--- src/rtl/control_pkg.sv ---
// Shared types and constants for the access-control block.
package control_pkg;

    typedef enum logic [1:0] {
        IDLE  = 2'd0,
        GRANT = 2'd1,
        DENY  = 2'd2,
        LOCK  = 2'd3
    } state_e;

    localparam int NUM_IDS = 4;

    localparam logic [31:0] DEF_ID_0 = 32'h0000_1234;
    localparam logic [31:0] DEF_ID_1 = 32'h0000_ABCD;
    localparam logic [31:0] DEF_ID_2 = 32'hDEAD_BEEF;
    localparam logic [31:0] DEF_ID_3 = 32'h1357_9BDF;

    function automatic int imax(input int a, input int b);
        return (a > b) ? a : b;
    endfunction

endpackage

--- src/rtl/control_id_matcher.sv ---
// Combinational match of a presented ID against the four authorized IDs.
module id_matcher
    import control_pkg::*;
#(
    parameter logic [31:0] ID_0 = DEF_ID_0,
    parameter logic [31:0] ID_1 = DEF_ID_1,
    parameter logic [31:0] ID_2 = DEF_ID_2,
    parameter logic [31:0] ID_3 = DEF_ID_3
) (
    input  logic [31:0] id_i,
    output logic        match_o
);

    localparam logic [31:0] IDS [NUM_IDS] = '{ID_0, ID_1, ID_2, ID_3};

    always_comb begin
        match_o = 1'b0;
        for (int i = 0; i < NUM_IDS; i++) begin
            if (id_i == IDS[i]) begin
                match_o = 1'b1;
            end
        end
    end

endmodule

--- src/rtl/control.sv ---
// Access-control FSM (IDLE/GRANT/DENY/LOCK) with hold timer and fail counter.
// Lockout is built only when CONTROL_LOCKOUT_EN is defined.
module control
    import control_pkg::*;
#(
    parameter int          DOOR_CYCLES = 2,
    parameter int          MAX_FAIL    = 3,
    parameter int          LOCK_CYCLES = 4,
    parameter logic [31:0] ID_0        = DEF_ID_0,
    parameter logic [31:0] ID_1        = DEF_ID_1,
    parameter logic [31:0] ID_2        = DEF_ID_2,
    parameter logic [31:0] ID_3        = DEF_ID_3
) (
    input  logic        clk,
    input  logic        reset,
    input  logic [31:0] id,
    output logic        red,
    output logic        blue,
    output logic        green,
    output logic        door
);

    localparam int TMR_MAX = imax(DOOR_CYCLES, LOCK_CYCLES);
    localparam int TMR_W   = (TMR_MAX < 1) ? 1 : $clog2(TMR_MAX + 1);

    generate
        if (DOOR_CYCLES < 1 || LOCK_CYCLES < 1 || MAX_FAIL < 1) begin : g_bad_param
            $error("control: DOOR_CYCLES, LOCK_CYCLES and MAX_FAIL must all be >= 1");
        end
    endgenerate

    state_e             state_q, state_d;
    logic [TMR_W-1:0]   timer_q, timer_d;
    logic               match;
    logic               red_q, green_q, door_q;

    id_matcher #(
        .ID_0(ID_0),
        .ID_1(ID_1),
        .ID_2(ID_2),
        .ID_3(ID_3)
    ) u_id_matcher (
        .id_i    (id),
        .match_o (match)
    );

`ifdef CONTROL_LOCKOUT_EN
    localparam int FAIL_W = $clog2(MAX_FAIL + 1);

    logic [FAIL_W-1:0] fail_q, fail_d, fail_inc;
    logic              blue_q;

    // Saturating increment: the counter can never wrap past MAX_FAIL.
    assign fail_inc = (fail_q >= FAIL_W'(MAX_FAIL)) ? FAIL_W'(MAX_FAIL) : fail_q + 1'b1;
`endif

    always_comb begin
        state_d = state_q;
        timer_d = timer_q;
`ifdef CONTROL_LOCKOUT_EN
        fail_d  = fail_q;
`endif
        case (state_q)
            IDLE, DENY: begin
                if (id == 32'h0) begin
                    state_d = IDLE;
                end else if (match) begin
                    state_d = GRANT;
                    timer_d = TMR_W'(DOOR_CYCLES);
`ifdef CONTROL_LOCKOUT_EN
                    fail_d  = '0;
`endif
                end else begin
`ifdef CONTROL_LOCKOUT_EN
                    if (fail_inc == FAIL_W'(MAX_FAIL)) begin
                        state_d = LOCK;
                        timer_d = TMR_W'(LOCK_CYCLES);
                        fail_d  = '0;
                    end else begin
                        state_d = DENY;
                        fail_d  = fail_inc;
                    end
`else
                    state_d = DENY;
`endif
                end
            end
            // GRANT and LOCK count down and ignore id entirely.
            GRANT, LOCK: begin
                if (timer_q <= TMR_W'(1)) begin
                    state_d = IDLE;
                    timer_d = '0;
                end else begin
                    timer_d = timer_q - 1'b1;
                end
            end
            default: begin
                state_d = IDLE;
                timer_d = '0;
            end
        endcase
    end

    always_ff @(posedge clk) begin
        if (reset) begin
            state_q <= IDLE;
            timer_q <= '0;
            red_q   <= 1'b0;
            green_q <= 1'b0;
            door_q  <= 1'b0;
`ifdef CONTROL_LOCKOUT_EN
            fail_q  <= '0;
            blue_q  <= 1'b0;
`endif
        end else begin
            state_q <= state_d;
            timer_q <= timer_d;
            red_q   <= (state_d == DENY);
            green_q <= (state_d == GRANT);
            door_q  <= (state_d == GRANT);
`ifdef CONTROL_LOCKOUT_EN
            fail_q  <= fail_d;
            blue_q  <= (state_d == LOCK);
`endif
        end
    end

    assign red   = red_q;
    assign green = green_q;
    assign door  = door_q;
`ifdef CONTROL_LOCKOUT_EN
    assign blue  = blue_q;
`else
    assign blue  = 1'b0;
`endif

endmodule

--- config.mk ---
export PLATFORM = sky130hd
export DESIGN_NAME = control
export DESIGN_NICKNAME = d
export VERILOG_FILES = /design/src/rtl/control_pkg.sv /design/src/rtl/control_id_matcher.sv /design/src/rtl/control.sv
export SDC_FILE = /design/constraint.sdc
export NUM_CORES = 1
export LEC_CHECK = 0
export CAP_MARGIN = 15
export CELL_PAD_IN_SITES_DETAIL_PLACEMENT = 1
export CELL_PAD_IN_SITES_GLOBAL_PLACEMENT = 1
export CORE_ASPECT_RATIO = 0.75
export CORE_MARGIN = 3
export CORE_UTILIZATION = 26
export CTS_BUF_LIST = sky130_fd_sc_hd__clkbuf_4 sky130_fd_sc_hd__clkbuf_8 sky130_fd_sc_hd__clkbuf_16
export CTS_CLUSTER_DIAMETER = 100
export DETAILED_ROUTE_END_ITERATION = 7
export PLACE_DENSITY = 0.86
export SYNTH_ARGS = -nofsm -noshare
export SYNTH_HDL_FRONTEND = slang
export SYNTH_HIERARCHICAL = 1
export SYNTH_SLANG_ARGS = --single-unit
--- constraint.sdc ---
create_clock -name clk -period 4.1 [get_ports clk]
set_clock_uncertainty 0.2 [all_clocks]
set_input_delay 0.82 -clock clk [delete_from_list [all_inputs] [get_ports clk]]
set_output_delay 0.82 -clock clk [all_outputs]
set_load 0.01 [all_outputs]
==> run metrics, run 1 <==
outcome finished clean; largest net degree at the start of global routing 8; share of the yosys chip area belonging to registers 22.8%; pwr/cell area 190 nW/µm²; CTS H-tree lvls 1; post-route setup slack 1110 ps; count leader, synth nor4_1; R2R depth 5; Pleak 0.315 nW; hpwl dp 2.17 mm; via-per-instance ratio 5.65; worst setup path category input port to flop; initial DRC count 38; I/O pin count 38; Post-Layout Cell Count 150; global-route wire length before repair 3.84 mm; DP Cell Count 146; final worst path period share 72.9%; Pins Over Slew Limit 0; Yosys warnings 6; Synth async-reset ratio 0%; worst hold path class flop to flop; setup bufs post-CTS 0; Die W 62.2 µm; CTS root buffer clkbuf_4; core area 2120 µm²; CTS Buffer Depth 2; DR vias 848; die height 48.1 µm; synthesized instance count 80; initial antenna violation count 0; hold depth 2; pre-CTS setup slack 880 ps; Layout fillers 260; maximum vdd ir drop 0.0672 mV; CTS tree done; RSZ-0062 raised after global routing false; CTS clock-pin slew for the worst setup and hold paths 60 ps; fin area 1030 µm²; maxcap violations 0; Hold Path Sink state_q[1]$_SDFF_PP0_; final net count 155; Seq cells post-synth 7; # resized after CTS 0; EDFF count, synth 0; syn nets 116; Synth-to-Final Area Change 67.5%; Post-DP Area 1000 µm²; Tmin final 2990 ps; Placer Congestion 0.783; dominant cell type by area after synthesis dfxtp_1; top cell type's share of synthesized area 22.8%; synthesized area 616 µm²; Worst Path Required 4040 ps; vias in the first global route 797; share of cells above drive strength 1 8.47%; fmax 334 MHz; crit path launch type input port; GRT overflow 0; r2r endpoint timer_q[0]$_SDFFE_PP0P_; Worst Setup End Kind flop; Post-synth top cells 13 x nor4_1, 7 x dfxtp_1, 7 x nand4_1; port bufs 36; num rows 14; TNS Setup 0 ps; Post-DRT Antenna Nets 0; CTS buffer count 3; n_diodes 0; Crit Reg-Reg Startpoint timer_q[0]$_SDFFE_PP0P_; DRT Wirelength 2.49 mm; drt pass-1 iters 4; worst-path maximum fanout 5; wire length per cell 16.6 µm; syn avg cell area 7.69 µm²; top_reg_cell synth dfxtp_1; hold path startpoint state_q[1]$_SDFF_PP0_; Post-CTS Hold Buffers 0; Clock Sinks 7; DIE AREA 2990 µm²; R2R setup slack 2270 ps; Power Total 0.196 mW; # DRC 0; Worst-Skew Late Latency 250 ps; Starting Density 29.0%; Final Hold Fails 0; Synth cell types 27; ranking of synthesized cells by area dfxtp_1 23%, nor4_1 13%, nand4_1 7.1%; final setup fails 0; data arrival time of the worst path 2930 ps; GRT Total Usage 16.6%
==> per-stage QoR <==
| step | util, % | hold WS [ps] |
|---|---|---|
| 5_1_grt | 48.6 | 297 |
| 6_report | 48.6 | 268 |
| 2_1_floorplan | - | 232 |
| 4_1_cts | 48.6 | 272 |
| 3_3_place_gp | 47.2 | 254 |
| 3_5_place_dp | 47.2 | 262 |
==> flip-flops by register name, summed over array words and instances (netlist names) <==
| register | flops |
|---|---|
| door | 1 |
| timer_q | 3 |
| state_q | 2 |
| red | 1 |
==> cells in the final DEF (no fill, tap or decap), drive strengths merged <==
master / instances
nand2: 6
nor3: 2
o32ai: 2
nand4b: 5
clkbuf: 4
nand4bb: 1
nor2b: 3
a2bb2oi: 1
a31o: 1
dfxtp: 7
or2: 1
nand3: 2
a31oi: 1
nor3b: 1
clkdlybuf4s50: 36
nor4b: 1
o22ai: 2
inv: 3
o21ba: 1
a21oi: 2
ha: 2
nor2: 6
nor4: 15
conb: 1
nand4: 7
o21ai: 5
==> worst max-delay path by stage <==
stage,to,from,cells past startpoint
2_1_floorplan,timer_q[0]$_SDFFE_PP0P_,id[1],7
3_3_place_gp,timer_q[0]$_SDFFE_PP0P_,id[1],8
6_report,timer_q[0]$_SDFFE_PP0P_,id[1],8
5_1_grt,timer_q[0]$_SDFFE_PP0P_,id[9],8
3_5_place_dp,timer_q[0]$_SDFFE_PP0P_,id[1],8
4_1_cts,timer_q[0]$_SDFFE_PP0P_,id[1],8
==> cell type report <==
| cell class | count | area [µm²] | area share (%) |
|---|---|---|---|
| Clock buffer | 4 | 30.0 | 2.91 |
| Multi-Input combinational cell | 68 | 449 | 43.6 |
| Timing Repair Buffer | 36 | 360 | 35.0 |
| Sequential cell | 7 | 140 | 13.6 |
| Inverter | 3 | 11.3 | 1.09 |
| Tap cell | 32 | 40.0 | 3.88 |
==> cell families after synthesis <==
| logic type | after synthesis | synth area share [%] |
|---|---|---|
| adder cells (fa/ha/maj) | 2 | 4.06 |
| AO/OA/AOI/OAI | 15 | 17.7 |
| AND/OR/NAND/NOR | 50 | 50.6 |
| buffers and inverters | 5 | 4.27 |
| flip-flops | 7 | 22.8 |
| other | 1 | 0.609 |
==> report_power, final <==
part	internal, mW	switching (mW)	total, mW
combinational	0.0343	0.0215	0.0557
clock	0.0438	0.0266	0.0704
sequential	0.0692	0.000418	0.0696
total	0.147	0.0485	0.196
==> per-layer routing <==
layer	track usage [%]	share of wire, %	wire [µm]
met2	31.4	48	1200
met4	0.441	0	0
met3	3.69	4.3	107
met1	21.3	48	1190
met5	0	0	0
==> worst max-delay path: stages <==
cell             delay, ps
clkdlybuf4s50_1        470
nor4_2                 290
nand4_1                120
nor4_1                 270
a31oi_1                 90
o32ai_1                460
o21ai_2                170
a31o_1                 250
Power figures use the tool's default switching activity.
==> inputs of run 2 (changes only) <==
CORE_UTILIZATION = 22   (was 26)
PLACE_DENSITY = 0.78   (was 0.86)
clock period = 2.4 ns   (was 4.1 ns; I/O delays follow)
==> run metrics, run 2 (synthesis gave the netlist of run 1 again) <==
Post-Layout Cell Count 185 (was 150); biggest regs timer_q (3), state_q (2) (unchanged); initial antenna violation count 0 (unchanged); largest net degree at the start of global routing 8 (unchanged); outcome finished clean (unchanged); crit path launch type input port (unchanged); die height 51.8 µm (was 48.1 µm); pwr/cell area 315 nW/µm² (was 190 nW/µm²); CTS Buffer Depth 2 (unchanged); CTS clock-pin slew for the worst setup and hold paths 40 ps (was 60 ps); final net count 188 (was 155); via-per-instance ratio 5.30 (was 5.65); drt pass-1 iters 4 (unchanged); Worst Setup End Kind flop (unchanged); register area 140 µm² (unchanged); Clock Sinks 7 (unchanged); wire length per cell 18.9 µm (was 16.6 µm); n_diodes 0 (unchanged); final setup fails 0 (unchanged); Worst path slowest cell clkdlybuf4s50_1 (unchanged); Pleak 0.593 nW (was 0.315 nW); final worst path period share 99.4%; CP bufs+invs 2 (was 1); DP Cell Count 179 (was 146); Pins Over Slew Limit 0 (unchanged); DRT Wirelength 3.50 mm (was 2.49 mm); vias in the first global route 1063 (was 797); most frequent cells in the layout 33 x buf_4, 17 x clkdlybuf4s50_1, 10 x dlymetal6s2s_1 (was 36 x clkdlybuf4s50_1, 13 x nor4_1, 7 x nand4_1, 7 x dfxtp_1); Post-DRT Antenna Nets 0 (unchanged); DIE AREA 3480 µm² (was 2990 µm²); Final Hold Fails 0 (unchanged); post-route setup slack 15.6 ps (was 1110 ps); Die W 67.1 µm (was 62.2 µm); hpwl dp 2.69 mm (was 2.17 mm); CTS buffer count 3 (unchanged); max reg flops 3 (unchanged); core area 2480 µm² (was 2120 µm²); GRT Total Usage 20.9% (was 16.6%); CTS H-tree lvls 1 (unchanged); Synth-to-Final Area Change 123% (was 67.5%); CTS root buffer clkbuf_8 (was clkbuf_4); GRT overflow 0 (unchanged); Layout fillers 309 (was 260); worst hold path class flop to flop (unchanged); port bufs 36 (unchanged); maximum vdd ir drop 0.120 mV (was 0.0672 mV); multi-input logic area 509 µm² (was 449 µm²); Tmin final 2380 ps; pre-CTS setup slack -588 ps (was 880 ps); maxcap violations 0 (unchanged); Worst-Skew Late Latency 230 ps (was 250 ps); worst-path maximum fanout 5 (unchanged); fmax 419 MHz; Worst Path Required 2320 ps (was 4040 ps); Starting Density 24.8% (was 29.0%); Reg with most FFs timer_q (unchanged); global-route wire length before repair 5.36 mm (was 3.84 mm); DR vias 981 (was 848); Post-CTS Hold Buffers 0 (unchanged); share of cells above drive strength 1 35.8% (was 8.47%); data arrival time of the worst path 2310 ps (was 2930 ps); largest delay contributor family on the critical path buffers and inverters (was compound AO/OA/AOI/OAI gates); # DRC 0 (unchanged); I/O pin count 38 (unchanged); CTS tree done (unchanged); commonest non-fill, non-tap cell in the layout buf_4 (was clkdlybuf4s50_1); Placer Congestion 0.857 (was 0.783); num rows 15 (was 14); initial DRC count 23 (was 38); CP max stage delay 520 ps (was 470 ps); worst setup path category input port to flop (unchanged); crit path cell chain clkdlybuf4s50_1, buf_4, nand4_1, nor4_2, a21oi_2, o32ai_2, o21ai_2, a31o_1 (was clkdlybuf4s50_1, nor4_2, nand4_1, nor4_1, a31oi_1, o32ai_1, o21ai_2, a31o_1)
==> run 2: changes by cell type in the layout (fill, tap and decap cells not counted), moves of 3 or more <==
cell / before / now
clkdlybuf4s50_1: 36 / 17
dlymetal6s2s_1: 0 / 10
dlygate4sd2_1: 0 / 5
clkdlybuf4s15_1: 0 / 3
clkbuf_8: 0 / 3
clkbuf_4: 4 / 1
nor4_1: 13 / 9
buf_4: 0 / 33
nor4_2: 2 / 6
==> run 2: power breakdown <==
| group | internal, mW | switching [mW] |
|---|---|---|
| combinational | 0.0818 | 0.0514 |
| sequential | 0.119 | 0.000738 |
| clock | 0.126 | 0.0542 |
==> run 2: timing repair <==
| item | CTS | global route |
|---|---|---|
| resized for setup | 16 | 19 |
| setup endpoints to repair | 7 | 7 |
| pin swaps | 7 | 13 |
| buffers inserted | 1 | 1 |
==> run 2: layout make-up <==
cell class / count / share of cell area, %
Timing Repair Buffer: 69 / 45.3
Multi-Input combinational cell: 68 / 37.1
Sequential cell: 7 / 10.2
Clock buffer: 4 / 3.55
Tap cell: 34 / 3.10
Inverter: 3 / 0.820
==> run 2: worst register-to-register path: stages (launching register included) <==
cell and delay (ps):
dfxtp_1 410, ha_1 200, o21ba_2 170, o21ai_0 390, nor2_1 100, a31o_1 200
==> run 2: metal layers <==
metal	share of wire, %	GRT usage, %	wire length (µm)
met1	42	24.6	1460
met2	52	36.4	1810
met3	2.8	3.67	97
met4	3.6	10.4	125
met5	0	0	0
==> run 2: final timing paths <==
kind              slack, ps                    start  depth (start not counted)                      end
setup / recovery         20                   id[26]                          8  timer_q[0]$_SDFFE_PP0P_
hold / removal          280    state_q[1]$_SDFF_PP0_                          2    state_q[1]$_SDFF_PP0_
hold reg to reg         280    state_q[1]$_SDFF_PP0_                          2    state_q[1]$_SDFF_PP0_
setup reg to reg        620  timer_q[0]$_SDFFE_PP0P_                          5  timer_q[0]$_SDFFE_PP0P_
==> run 2: stage by stage <==
step	setup TNS, ps	power (mW)	area (µm²)	hold WS (ps)	util [%]
2_1_floorplan	0	0.138	616	232	-
3_3_place_gp	-1450	0.249	1240	254	49.9
3_5_place_dp	-3430	0.253	1240	272	49.9
4_1_cts	0	0.432	1320	285	53.3
5_1_grt	-109	0.457	1370	309	55.5
6_report	0	0.433	1370	279	55.5
==> inputs of run 3 (changes only) <==
MAX_ROUTING_LAYER = met4   (was default)
PLACE_DENSITY = 0.86   (was 0.78)
==> run metrics, run 3 (synthesis gave the netlist of run 1 again) <==
I/O pin count 38 (unchanged); biggest regs timer_q (3), state_q (2) (unchanged); Slew @ Worst Pin 534 ps; final net count 191 (was 188); Synth-to-Final Area Change 132% (was 123%); CP startpoint id[5] (was id[26]); fmax 424 MHz (was 419 MHz); most frequent cells in the layout 36 x buf_4, 19 x dlymetal6s2s_1, 13 x clkdlybuf4s50_1 (was 33 x buf_4, 17 x clkdlybuf4s50_1, 10 x dlymetal6s2s_1); hold path startpoint state_q[1]$_SDFF_PP0_ (unchanged); Layout fillers 309 (unchanged); global-route wire length before repair 5.00 mm (was 5.36 mm); fin area 1430 µm² (was 1370 µm²); wire length per cell 18.3 µm (was 18.9 µm); Logic pwr share 31.0% (was 30.7%); CTS root buffer clkbuf_8 (unchanged); pwr/cell area 309 nW/µm² (was 315 nW/µm²); # DRC 0 (unchanged); worst-path maximum fanout 5 (unchanged); Post-DRT Antenna Nets 0 (unchanged); worst hold path class flop to flop (unchanged); vias in the first global route 1076 (was 1063); Final Hold Fails 0 (unchanged); drt pass-1 iters 4 (unchanged); GRT Total Usage 19.6% (was 20.9%); CTS tree done (unchanged); port bufs 36 (unchanged); core area 2480 µm² (unchanged); Max-Slew Margin vs Limit 64.1%; Pins Over Slew Limit 0 (unchanged); Worst Path Required 2320 ps (about the same); crit path launch type input port (unchanged); Worst Setup End Kind flop (unchanged); die height 51.8 µm (unchanged); largest net degree at the start of global routing 8 (unchanged); Crit Reg-Reg Startpoint timer_q[0]$_SDFFE_PP0P_ (unchanged); share of cells above drive strength 1 39.0% (was 35.8%); Die W 67.1 µm (unchanged); DRT Wirelength 3.44 mm (was 3.50 mm); Starting Density 24.8% (unchanged); DP Cell Count 182 (was 179); final worst path period share 98.2% (was 99.4%); DIE AREA 3480 µm² (unchanged); sequential share of power 27.0% (was 27.5%); Int Power 0.329 mW (was 0.327 mW); CTS H-tree lvls 1 (unchanged); Clk pwr share 42.0% (was 41.7%); GRT overflow 0 (unchanged); switching pwr 0.112 mW (was 0.106 mW); num rows 15 (unchanged); maxcap violations 0 (unchanged); DR vias 1035 (was 981); n_diodes 0 (unchanged); maximum vdd ir drop 0.123 mV (was 0.120 mV); Placer Congestion 0.787 (was 0.857); Tmin final 2360 ps (was 2380 ps); Post-Layout Cell Count 188 (was 185); initial DRC count 43 (was 23); worst setup path category input port to flop (unchanged); CTS clock-pin slew for the worst setup and hold paths 40 ps (about the same); Pleak 0.685 nW (was 0.593 nW); Worst-Skew Late Latency 230 ps (about the same); Reg with most FFs timer_q (unchanged); Post-DP Area 1260 µm² (was 1240 µm²); data arrival time of the worst path 2270 ps (was 2310 ps); switching share of power 25.4% (was 24.5%); CTS Buffer Depth 2 (unchanged); via-per-instance ratio 5.51 (was 5.30); max reg flops 3 (unchanged); commonest non-fill, non-tap cell in the layout buf_4 (unchanged); Clock Sinks 7 (unchanged); final setup fails 0 (unchanged); initial antenna violation count 0 (unchanged); outcome finished clean (unchanged); hpwl dp 2.53 mm (was 2.69 mm); CTS buffer count 3 (unchanged)
[run 3: cell count changes in the layout (fill, tap and decap cells not counted), sizes merged]
cell | previous run | this run
buf | 33 | 36
dlymetal6s2s | 10 | 19
clkbuf | 5 | 6
clkdlybuf4s15 | 3 | 0
dlygate4sd2 | 5 | 2
clkdlybuf4s50 | 17 | 13
[run 3: path summary, 6_finish.rpt]
path              cells past startpoint                       to  slack, ps
setup reg to reg                      5  timer_q[0]$_SDFFE_PP0P_        610
hold / removal                        2    state_q[1]$_SDFF_PP0_        260
setup / recovery                      7  timer_q[0]$_SDFFE_PP0P_         40
hold reg to reg                       2    state_q[1]$_SDFF_PP0_        260
[run 3: what timing repair did]
action | CTS | global route
endpoints found under the setup margin | 7 | 7
pin swaps | 7 | 13
hold endpoints to repair | 0 | 0
buffers inserted | 1 | 1
resized for setup | 8 | 32
hold buffers | 0 | 0
[run 3: layer usage]
layer | global-route usage, % | up-vias | share of wire [%]
li1 | - | 476 | -
met1 | 22.4 | 505 | 40
met2 | 34.9 | 48 | 53
met3 | 3.89 | 6 | 5.7
met4 | 5.05 | 0 | 1.5
met5 | - | - | 0
[run 3: metrics by stage]
stage	setup slack (ps)	TNS, ps	hold slack [ps]	power (mW)	utilization (%)
after floorplan	207	0	232	0.138	-
after global placement	-281	-1320	254	0.249	50.8
after detailed placement	-418	-2190	257	0.255	50.8
after CTS	17.3	0	265	0.439	53.7
after global routing	-17.1	-17.1	291	0.462	57.6
final	43.0	0	263	0.441	57.6
[run 3: worst max-delay path, cell delays in order]
cell and delay [ps]:
clkdlybuf4s50_1 490, nand4_1 160, nor4_2 280, a31oi_1 90, o32ai_2 360, o21ai_2 160
a31o_1 250
[run 3: power groups by stage]
stage          clock (mW)  sequential [mW]  combinational, mW
2_1_floorplan           0            0.122             0.0163
3_3_place_gp            0            0.121              0.128
3_5_place_dp            0            0.121              0.133
4_1_cts             0.187            0.119              0.133
5_1_grt             0.196            0.119              0.146
6_report            0.185            0.119              0.137
[run 3: cell type report]
type / instances / area (µm²) / share of cell area (%)
repair buffers: 72 / 666 / 46.7
inverters: 3 / 11.3 / 0.789
well taps: 34 / 42.5 / 2.98
flip-flops and latches: 7 / 140 / 9.82
clock buffers: 4 / 48.8 / 3.42
multi-input cells: 68 / 518 / 36.3
